## src/rtl/operand_sequencer.sv

```systemverilog
// operand_sequencer: accepts one instruction per handshake and sequences the ALU through decode, execute and write-back
module operand_sequencer #(
    parameter int IW    = 9,
    parameter int CNT_W = 3
) (
    input  logic          clk,
    input  logic          rst_n,
    input  logic          instr_valid_i,
    input  logic [IW-1:0] instr_i,
    output logic          instr_ready_o,
    output logic [1:0]    alu_src_o,
    output logic [3:0]    to_ext_o,
    output logic [2:0]    to_inc_o,
    output logic [2:0]    rd_addr_o,
    output logic [2:0]    alu_op_o,
    output logic          alu_en_o,
    output logic          wb_en_o,
    output logic          done_o,
    output logic          illegal_o
);
    typedef enum logic [2:0] {IDLE, DECODE, EXEC, WB, ERR} state_t;
    state_t            state_q, state_d;
    logic [IW-1:0]     instr_q, instr_d;
    logic [CNT_W-1:0]  cnt_q, cnt_d;
    logic [2:0]        op_d;
    logic              busy_d;
    logic              ready_d, alu_en_d, wb_en_d, done_d, illegal_d;
    logic [1:0]        src_d;
    logic [3:0]        ext_d;
    logic [2:0]        inc_d, rd_d, aluop_d;
    // state, latched instruction, counter and registered outputs
    always_ff @(posedge clk or negedge rst_n) begin
        if (!rst_n) begin
            state_q       <= IDLE;
            instr_q       <= '0;
            cnt_q         <= '0;
            instr_ready_o <= 1'b1;
            alu_src_o     <= 2'b10;
            to_ext_o      <= '0;
            to_inc_o      <= '0;
            rd_addr_o     <= '0;
            alu_op_o      <= '0;
            alu_en_o      <= 1'b0;
            wb_en_o       <= 1'b0;
            done_o        <= 1'b0;
            illegal_o     <= 1'b0;
        end else begin
            state_q       <= state_d;
            instr_q       <= instr_d;
            cnt_q         <= cnt_d;
            instr_ready_o <= ready_d;
            alu_src_o     <= src_d;
            to_ext_o      <= ext_d;
            to_inc_o      <= inc_d;
            rd_addr_o     <= rd_d;
            alu_op_o      <= aluop_d;
            alu_en_o      <= alu_en_d;
            wb_en_o       <= wb_en_d;
            done_o        <= done_d;
            illegal_o     <= illegal_d;
        end
    end
    // next state: accept in IDLE, decode, count down execute cycles, retire
    always_comb begin
        state_d = state_q;
        instr_d = instr_q;
        cnt_d   = cnt_q;
        case (state_q)
            IDLE: if (instr_valid_i) begin
                state_d = DECODE;
                instr_d = instr_i;
            end
            DECODE: begin
                state_d = (instr_q[8:6] <= 3'd4) ? EXEC : ERR;
                cnt_d   = (instr_q[8:6] == 3'd4) ? CNT_W'(instr_q[2:0]) : '0;
            end
            EXEC: begin
                state_d = (cnt_q == '0) ? WB : EXEC;
                cnt_d   = (cnt_q == '0) ? cnt_q : cnt_q - 1'b1;
            end
            default: state_d = IDLE;
        endcase
    end
    // outputs for the coming state, so every output comes straight from a flop
    always_comb begin
        op_d      = instr_d[8:6];
        busy_d    = state_d inside {DECODE, EXEC, WB};
        ready_d   = state_d == IDLE;
        src_d     = (busy_d && op_d == 3'd0) ? 2'b00 : (busy_d && op_d == 3'd1) ? 2'b01 : 2'b10;
        ext_d     = (busy_d && op_d == 3'd1) ? instr_d[3:0] : 4'd0;
        inc_d     = (busy_d && op_d == 3'd0) ? instr_d[2:0] : 3'd0;
        rd_d      = busy_d ? instr_d[5:3] : 3'd0;
        aluop_d   = (state_d != IDLE) ? op_d : 3'd0;
        alu_en_d  = state_d == EXEC;
        wb_en_d   = state_d == WB;
        done_d    = state_d == WB;
        illegal_d = state_d == ERR;
    end
endmodule

```

## config.mk

```make
export PLATFORM = sky130hd
export DESIGN_NAME = operand_sequencer
export DESIGN_NICKNAME = d
export VERILOG_FILES = /design/src/rtl/operand_sequencer.sv
export SDC_FILE = /design/constraint.sdc
export NUM_CORES = 1
export LEC_CHECK = 0
export ABC_CLOCK_PERIOD_IN_PS = 3300
export CAP_MARGIN = 10
export CORE_ASPECT_RATIO = 1.2
export CORE_MARGIN = 10
export CORE_UTILIZATION = 45
export DETAILED_ROUTE_END_ITERATION = 7
export GPL_ROUTABILITY_DRIVEN = 0
export PLACE_DENSITY = 0.73
export SYNTH_ARGS = -nofsm -noshare
export SYNTH_HDL_FRONTEND = slang
export SYNTH_SLANG_ARGS = --single-unit
export TNS_END_PERCENT = 50
```

## constraint.sdc

```tcl
create_clock -name clk -period 3.3 [get_ports clk]
set_input_delay 0.66 -clock clk [delete_from_list [all_inputs] [get_ports clk]]
set_output_delay 0.66 -clock clk [all_outputs]
set_load 0.02 [all_outputs]
```

=== Word-level counts from Yosys, hierarchy flattened ===
Index checks and enable logic that the tools add are counted.

* Word-level logic and storage cells: 48
* Register bits: 34
* Input port bits: 12

* Reductions and logical operators: 10
* Multiplexer cells: 15
* Magnitude comparators: 1
* Equality and inequality tests: 9
* Add/sub/neg operators: 1

{| class="wikitable"
|+ Operators with widths
! cell !! count
|-
| two-way mux 3 bit || 7
|-
| two-way mux 9 bit || 2
|-
| logical NOT 3 bit || 4
|-
| equality test 3 x 1 -> 1 bit, second input constant || 3
|-
| equality test 3 x 2 -> 1 bit, second input constant || 3
|-
| one-hot mux 3 bit (3 select lines) || 1
|-
| equality test 3 bit, second input constant || 2
|-
| one-hot mux 3 bit (2 select lines) || 1
|-
| nonzero test 3 bit || 2
|-
| two-way mux 2 bit || 2
|-
| two-way mux 4 bit || 1
|-
| <= comparator 3 bit, second input constant || 1
|-
| subtractor 3 x 1 -> 3 bit, second input constant || 1
|-
| logical AND 1 bit || 2
|-
| inequality test 2 bit, second input constant || 1
|-
| AND reduction 2 bit || 1
|-
| nonzero test 2 bit || 1
|-
| two-way mux 1 bit || 1
|}

=== Longest topological paths before layout ===
Gate-level depths: netlist (run 1).

* Word-level depth: 8
* Mapped depth: 6
* Gate-level depth less buffers: 6

=== Least setup slack after synthesis (run 1) ===
No wires, ideal clock.

* Path type: input -> register
* Start: in instr_valid_i
* End: reg alu_op_o[0]
* Required time: 3.182 ns
* Data arrival time: 1.608 ns
* Slack: 1.574 ns
* Cell stages on the path: 4
* Cells stage by stage: nor4b_4 -> buf_6 -> mux2_2 -> and2b_1

{| class="wikitable"
|+ RTL lines
! element !! line !! text
|-
| start, declared || 8 || <nowiki>input logic instr_valid_i,</nowiki>
|-
| two-way mux 9 bit || 69 || <nowiki>IDLE: if (instr_valid_i) begin</nowiki>
|-
| two-way mux 9 bit || 68 || <nowiki>case (state_q)</nowiki>
|-
| net instr_d[6] || 23 || <nowiki>logic [IW-1:0] instr_q, instr_d;</nowiki>
|-
| two-way mux 3 bit || 93 || <nowiki>aluop_d = (state_d != IDLE) ? op_d : 3'd0;</nowiki>
|-
| net aluop_d[0] || 30 || <nowiki>logic [2:0] inc_d, rd_d, aluop_d;</nowiki>
|-
| end signal, assigned || 56 || <nowiki>alu_op_o <= aluop_d;</nowiki>
|-
| end, declared || 15 || <nowiki>output logic [2:0] alu_op_o,</nowiki>
|}

The timed path passes the listed nets, and every way through them passes these cells.
A chain may end at the register's enable or synchronous reset.

=== Worst setup path after layout (run 1) ===
* Start: reg alu_src_o[1]
* End: out alu_src_o[1]

{| class="wikitable"
|+ RTL lines
! element !! line !! text
|-
| start, declared || 11 || <nowiki>output logic [1:0] alu_src_o,</nowiki>
|-
| start signal, assigned || 52 || <nowiki>alu_src_o <= src_d;</nowiki>
|}

No word-level cell between the ends.

==> results of run 1 <==
flip-flops by register name (all words and copies together), names as in the netlist:
signal	count
alu_en_o	1
alu_op_o	3
alu_src_o	2
cnt_q	3
done_o	1
illegal_o	1
instr_q	9
instr_ready_o	1
rd_addr_o	3
state_q	3
to_ext_o	4
to_inc_o	3
cells in the final DEF, fill, tap and decap left out, types with 3 or more instances in the layout:
cell type / instances
dfrtp_1: 32
clkdlybuf4s50_1: 31
nor2_1: 17
inv_1: 9
mux2i_1: 8
clkbuf_4: 5
nand2_1: 4
nor3_1: 4
nor2b_1: 4
a21oi_1: 4
o21ai_0: 4
mux2_2: 3
cell usage after synthesis, types with 2 or more instances:
library cell	instances	area share, %
nor2_1	17	4.5
nor3_1	4	1.4
nor2b_1	4	1.8
ha_1	2	1.8
mux2_2	3	2.4
o21ai_0	4	1.4
mux2i_1	8	5.6
and2b_1	2	1.1
a21o_1	2	1.1
buf_6	2	1.6
dfrtp_1	32	56
a21oi_1	4	1.4
nand2_1	4	1.1
inv_1	9	2.4
a41oi_1	2	1.2
clkbuf_1	2	0.53
nand2b_1	2	0.88
dfstp_2	2	3.7
cell type report:
| class | count | area (µm²) |
|---|---|---|
| sequential | 34 | 853 |
| inverter | 9 | 33.8 |
| multi-input combinational | 72 | 497 |
| tap | 36 | 45.0 |
| clock buffer | 5 | 37.5 |
| fill | 263 | 1250 |
| clock inverter | 2 | 10.0 |
| timing repair buffer | 33 | 325 |
path summary, 6_finish.rpt:
check | startpoint | to | slack, ns | depth (start not counted)
max reg2reg | state_q[1]$_DFF_PN0_ | alu_src_o[1]$_DFF_PN1_ | 1.43 | 5
min | instr_q[5]$_DFF_PN0_ | instr_q[5]$_DFF_PN0_ | 0.50 | 1
max | alu_src_o[1]$_DFF_PN1_ | alu_src_o[1] | 1.19 | 1
min in group asynchronous | rst_n | state_q[2]$_DFF_PN0_ | 0.72 | 2
min reg2reg | instr_q[5]$_DFF_PN0_ | instr_q[5]$_DFF_PN0_ | 0.50 | 1
max in group asynchronous | rst_n | alu_src_o[1]$_DFF_PN1_ | 2.25 | 2
logic make-up after synthesis:
group	Yosys count	share of synthesized area (%)
adders and majority gates	2	1.75
buffers and inverters	15	5.35
and+or+nand+nor	42	16.7
DFF	34	59.8
AOI/OAI and AO/OA	17	8.42
muxes	11	7.98
stage by stage:
| step | worst slack (ns) | power, mW |
|---|---|---|
| 6_report | 1.19 | 1.68 |
| 5_1_grt | 1.13 | 1.81 |
| 4_1_cts | 1.16 | 1.70 |
| 3_5_place_dp | 0.892 | 1.49 |
| 3_3_place_gp | 0.935 | 1.47 |
| 2_1_floorplan | 1.57 | 1.22 |
where the power goes:
group          total [mW]  internal [mW]  switching [mW]
Clock               0.207         0.0764           0.130
Sequential          0.709          0.584           0.125
Combinational       0.763          0.367           0.396
metal layers:
metal	vias to the layer above	part of all wire [%]	global-route usage, %
li1	473	-	-
met1	433	44	11.0
met2	31	47	16.8
met3	7	7.2	5.07
met4	0	1.9	6.59
met5	-	0	0
==> results.json, run 1 <==
{
  "status": "completed",
  "critical_path_buf_inv_count": 1,
  "skew_ns": 0.00469,
  "critPathRequiredTime_ns": 2.64,
  "yosysSeqAreaShare_pct": 59.8,
  "yosys_warnings": 0,
  "layout.nets": 169,
  "crit_slowest_cell": "clkdlybuf4s50_1",
  "routed_wl_mm": 2.84,
  "viasPerCell": 4.94,
  "finalInstanceArea_mm2": 0.00180,
  "drv_cap": 0,
  "grt_pass1_wl_mm": 4.83,
  "min_path_type": "flip-flop to flip-flop",
  "wl_per_cell_um": 14.9,
  "first_pass_iters": 4,
  "portBuffers": 31,
  "ys_types": 34,
  "fin_crit_ns": 2.11,
  "drcViolationCount": 0,
  "post-cts-setup-buffers": 0,
  "rsz0062_at_grt": "false",
  "dp_hpwl_mm": 2.10,
  "max_stage_delay_ns": 0.59,
  "cts_tree": "done",
  "hold_viol_final": 0,
  "start_util_pct": 46.7,
  "cts_made_buffers": 5,
  "cts_sinks": 34,
  "worstPathCellList": "clkdlybuf4s50_1",
  "grt_pass1_vias": 1045,
  "worst_pin_slew_ns": 0.533,
  "worstPathMaxFanout": 1,
  "instances_no_fill": 191,
  "n_antenna_cell": 0,
  "core_mm2": 0.00306,
  "syn_avg_cell_area_um2": 11.8,
  "critPathLaunchType": "flip-flop",
  "tns_ns": 0,
  "p_leak_nw": 0.833,
  "setup_viol": 0,
  "grt_max_degree": 35,
  "worstPathArrival_ns": 1.45,
  "cts-root-buf": "clkbuf_4",
  "rows": 22,
  "drive_above_1_share_pct": 12.9,
  "drtIter0Drc": 82,
  "vias": 944,
  "synthCells": 121,
  "fmax_mhz": 474,
  "die_area_mm2": 0.00583,
  "utilization_pct": 59.0,
  "cts-hold-fix-buffers": 0,
  "period_share_pct": 63.9,
  "antenna_found_initial": 0,
  "synth-edff-count": 0,
  "placedCellCount": 184,
  "fp.dieW_um": 71.4,
  "yosys_most_used_dff": "dfrtp_1",
  "drtAntennaViolNets": 0,
  "htreeDepth": 2,
  "die_height_um": 81.7,
  "cp-end-kind": "output pin",
  "syn_nets": 135,
  "slew_headroom_pct": 64.3,
  "cts_resized": 0,
  "globalRouteTotalUtil_pct": 10.5,
  "clk_latency_ns": 0.33,
  "area_delta_synth_final_pct": 26.3,
  "hold_ws_ns": 0.502,
  "async_reset_ff_share_pct": 100,
  "synth_seq_cells": 34,
  "cp_top_family": "buffers and inverters",
  "clk_pin_slew_worst_paths_ns": 0.09,
  "crit_type": "flip-flop to output pin",
  "dpl_cell_area_mm2": 0.00175,
  "syn_area_mm2": 0.00143,
  "grt-ovfl-total": 0,
  "peakVddDrop_uv": 557,
  "clockBufferDepth": 2,
  "pin_count": 32,
  "power_density_mw_per_mm2": 932,
  "drv_slew": 0
}
(Power assumes the default switching activity.)
==> run 2, diff against run 1 <==
ABC_CLOCK_PERIOD_IN_PS = 1780   (was 3300)
CORE_UTILIZATION = 44   (was 45)
PLACE_DENSITY = 0.74   (was 0.73)
clock period = 1.78 ns   (was 3.3 ns; I/O delays follow)
==> run 2 against run 1 <==
Compared with the run above: worst hold slack lost 0.085 ns; sequential cell count is the same; utilization grew 2.4 points; clock skew grew 0.0028 ns; die area grew 1.7%; critical path type unchanged; critical endpoint is now to_ext_o[1].
==> results.json, run 2 (synthesis results as in run 1) <==
{
  "dp_hpwl_mm": 2.29,
  "setup_viol": 0,
  "cts_resized": 2,
  "drv_cap": 0,
  "seqCellArea_um2": 853,
  "start_util_pct": 46.3,
  "crit_type": "flip-flop to output pin",
  "dpl_cell_area_mm2": 0.00184,
  "globalRouteTotalUtil_pct": 11.5,
  "rsz0062_at_grt": "false",
  "p_leak_nw": 0.892,
  "fin_crit_ns": 1.68,
  "routed_wl_mm": 3.03,
  "layout.nets": 180,
  "first_pass_iters": 4,
  "cts_tree": "done",
  "pin_count": 32,
  "vias": 1010,
  "area_delta_synth_final_pct": 32.7,
  "status": "completed",
  "post-cts-setup-buffers": 0,
  "cts-root-buf": "clkbuf_4",
  "grt_pass1_vias": 1121,
  "worst_r2r_startpoint": "state_q[1]$_DFF_PN0_",
  "clk_latency_ns": 0.34,
  "drv_slew": 0,
  "pre_cts_slack_ns": -0.240,
  "cp_top_family": "buffers and inverters",
  "drtAntennaViolNets": 0,
  "peakVddDrop_uv": 1200,
  "hold_viol_final": 0,
  "fmax_mhz": 596,
  "clockBufferDepth": 2,
  "cts-hold-fix-buffers": 0,
  "power_density_mw_per_mm2": 1750,
  "cts_sinks": 34,
  "reg2reg_slack_ns": 0.16,
  "r2r_end": "to_ext_o[1]$_DFF_PN0_",
  "drtIter0Drc": 38,
  "drive_above_1_share_pct": 18.0,
  "wl_per_cell_um": 14.9,
  "num-fill-cells": 258,
  "drcViolationCount": 0,
  "fin_ws_ns": 0.102,
  "clk_pin_slew_worst_paths_ns": 0.10,
  "viasPerCell": 4.98,
  "multi_input_area_um2": 497,
  "die_area_mm2": 0.00593,
  "worstPathCellList": "clkdlybuf4s50_1",
  "layout_common_cells": "32 x dfrtp_1, 29 x clkdlybuf4s50_1, 17 x nor2_1, 13 x buf_4, 9 x inv_1",
  "top_register": "instr_q",
  "worstPathMaxFanout": 1,
  "critPathRequiredTime_ns": 1.42,
  "top_regs": "instr_q (9), to_ext_o (4)",
  "htreeDepth": 2,
  "worstPathArrival_ns": 1.32,
  "critical_path_buf_inv_count": 1,
  "die_height_um": 82.4,
  "critPathLaunchType": "flip-flop",
  "final_common_cell": "dfrtp_1",
  "period_share_pct": 94.3,
  "min_path_type": "input pin to async pin",
  "grt_max_degree": 35,
  "cp-end-kind": "output pin",
  "core_mm2": 0.00308,
  "rows": 22,
  "portBuffers": 31,
  "antenna_found_initial": 0,
  "crit_slowest_cell": "clkdlybuf4s50_1",
  "worst_pin_slew_ns": 0.414,
  "cts_made_buffers": 5,
  "max_stage_delay_ns": 0.63,
  "largest_reg_flops": 9,
  "fp.dieW_um": 72.0,
  "reg2reg_depth": 5,
  "n_antenna_cell": 0,
  "slew_headroom_pct": 72.4,
  "skew_ns": 0.00747,
  "grt_pass1_wl_mm": 5.23,
  "grt-ovfl-total": 0,
  "finalInstanceArea_mm2": 0.00189
}
run 2: cell types whose count changed in the layout (fill, tap and decap cells not counted):
cell	change
clkbuf_8	+1
clkbuf_1	+2
clkdlybuf4s50_1	-2
dlygate4sd2_1	+2
buf_4	+11
clkinv_2	-2
run 2: power by group:
| part | internal, mW | switching [mW] |
|---|---|---|
| Combinational | 0.797 | 0.845 |
| Clock | 0.195 | 0.242 |
| Sequential | 1.08 | 0.159 |
| Total | 2.08 | 1.25 |
run 2: per-layer routing:
layer / track usage, % / share of wire [%] / routed length, µm
met1: 11.5 / 38 / 1160
met4: 5.81 / 1.9 / 59
met2: 18.8 / 50 / 1510
met3: 6.92 / 9.6 / 292
met5: 0 / 0 / 0
run 2: area by class of cell:
cell class	instances	share of cell area (%)
multi-input cells	72	26.2
flip-flops and latches	34	45.1
repair buffers	44	21.4
well taps	36	2.38
clock buffers	8	3.11
inverters	9	1.78
run 2: per-stage QoR:
stage / power [mW] / util (%) / std cells / TNS (ns) / hold WS (ns)
6_report: 3.32 / 61.4 / 203 / 0 / 0.417
5_1_grt: 3.61 / 61.4 / 203 / 0 / 0.440
4_1_cts: 3.38 / 61.4 / 203 / 0 / 0.416
3_5_place_dp: 2.93 / 59.6 / 195 / -3.64 / 0.483
3_3_place_gp: 2.87 / 59.6 / 195 / -2.49 / 0.482
2_1_floorplan: 2.26 / - / 121 / 0 / 0.0604
run 2: how the worst max path moves through the flow:
| stage | startpoint | endpoint | slack (ns) | depth (start not counted) |
|---|---|---|---|---|
| floorplan | state_q[1]$_DFF_PN0_ | alu_op_o[0]$_DFF_PN0_ | 0.13 | 5 |
| global placement | instr_valid_i | to_inc_o[0]$_DFF_PN0_ | -0.17 | 7 |
| detailed placement | instr_valid_i | to_ext_o[2]$_DFF_PN0_ | -0.24 | 6 |
| CTS | to_ext_o[1]$_DFF_PN0_ | to_ext_o[1] | 0.08 | 1 |
| global route | state_q[1]$_DFF_PN0_ | to_ext_o[0]$_DFF_PN0_ | 0.04 | 5 |
| finish | to_ext_o[1]$_DFF_PN0_ | to_ext_o[1] | 0.10 | 1 |
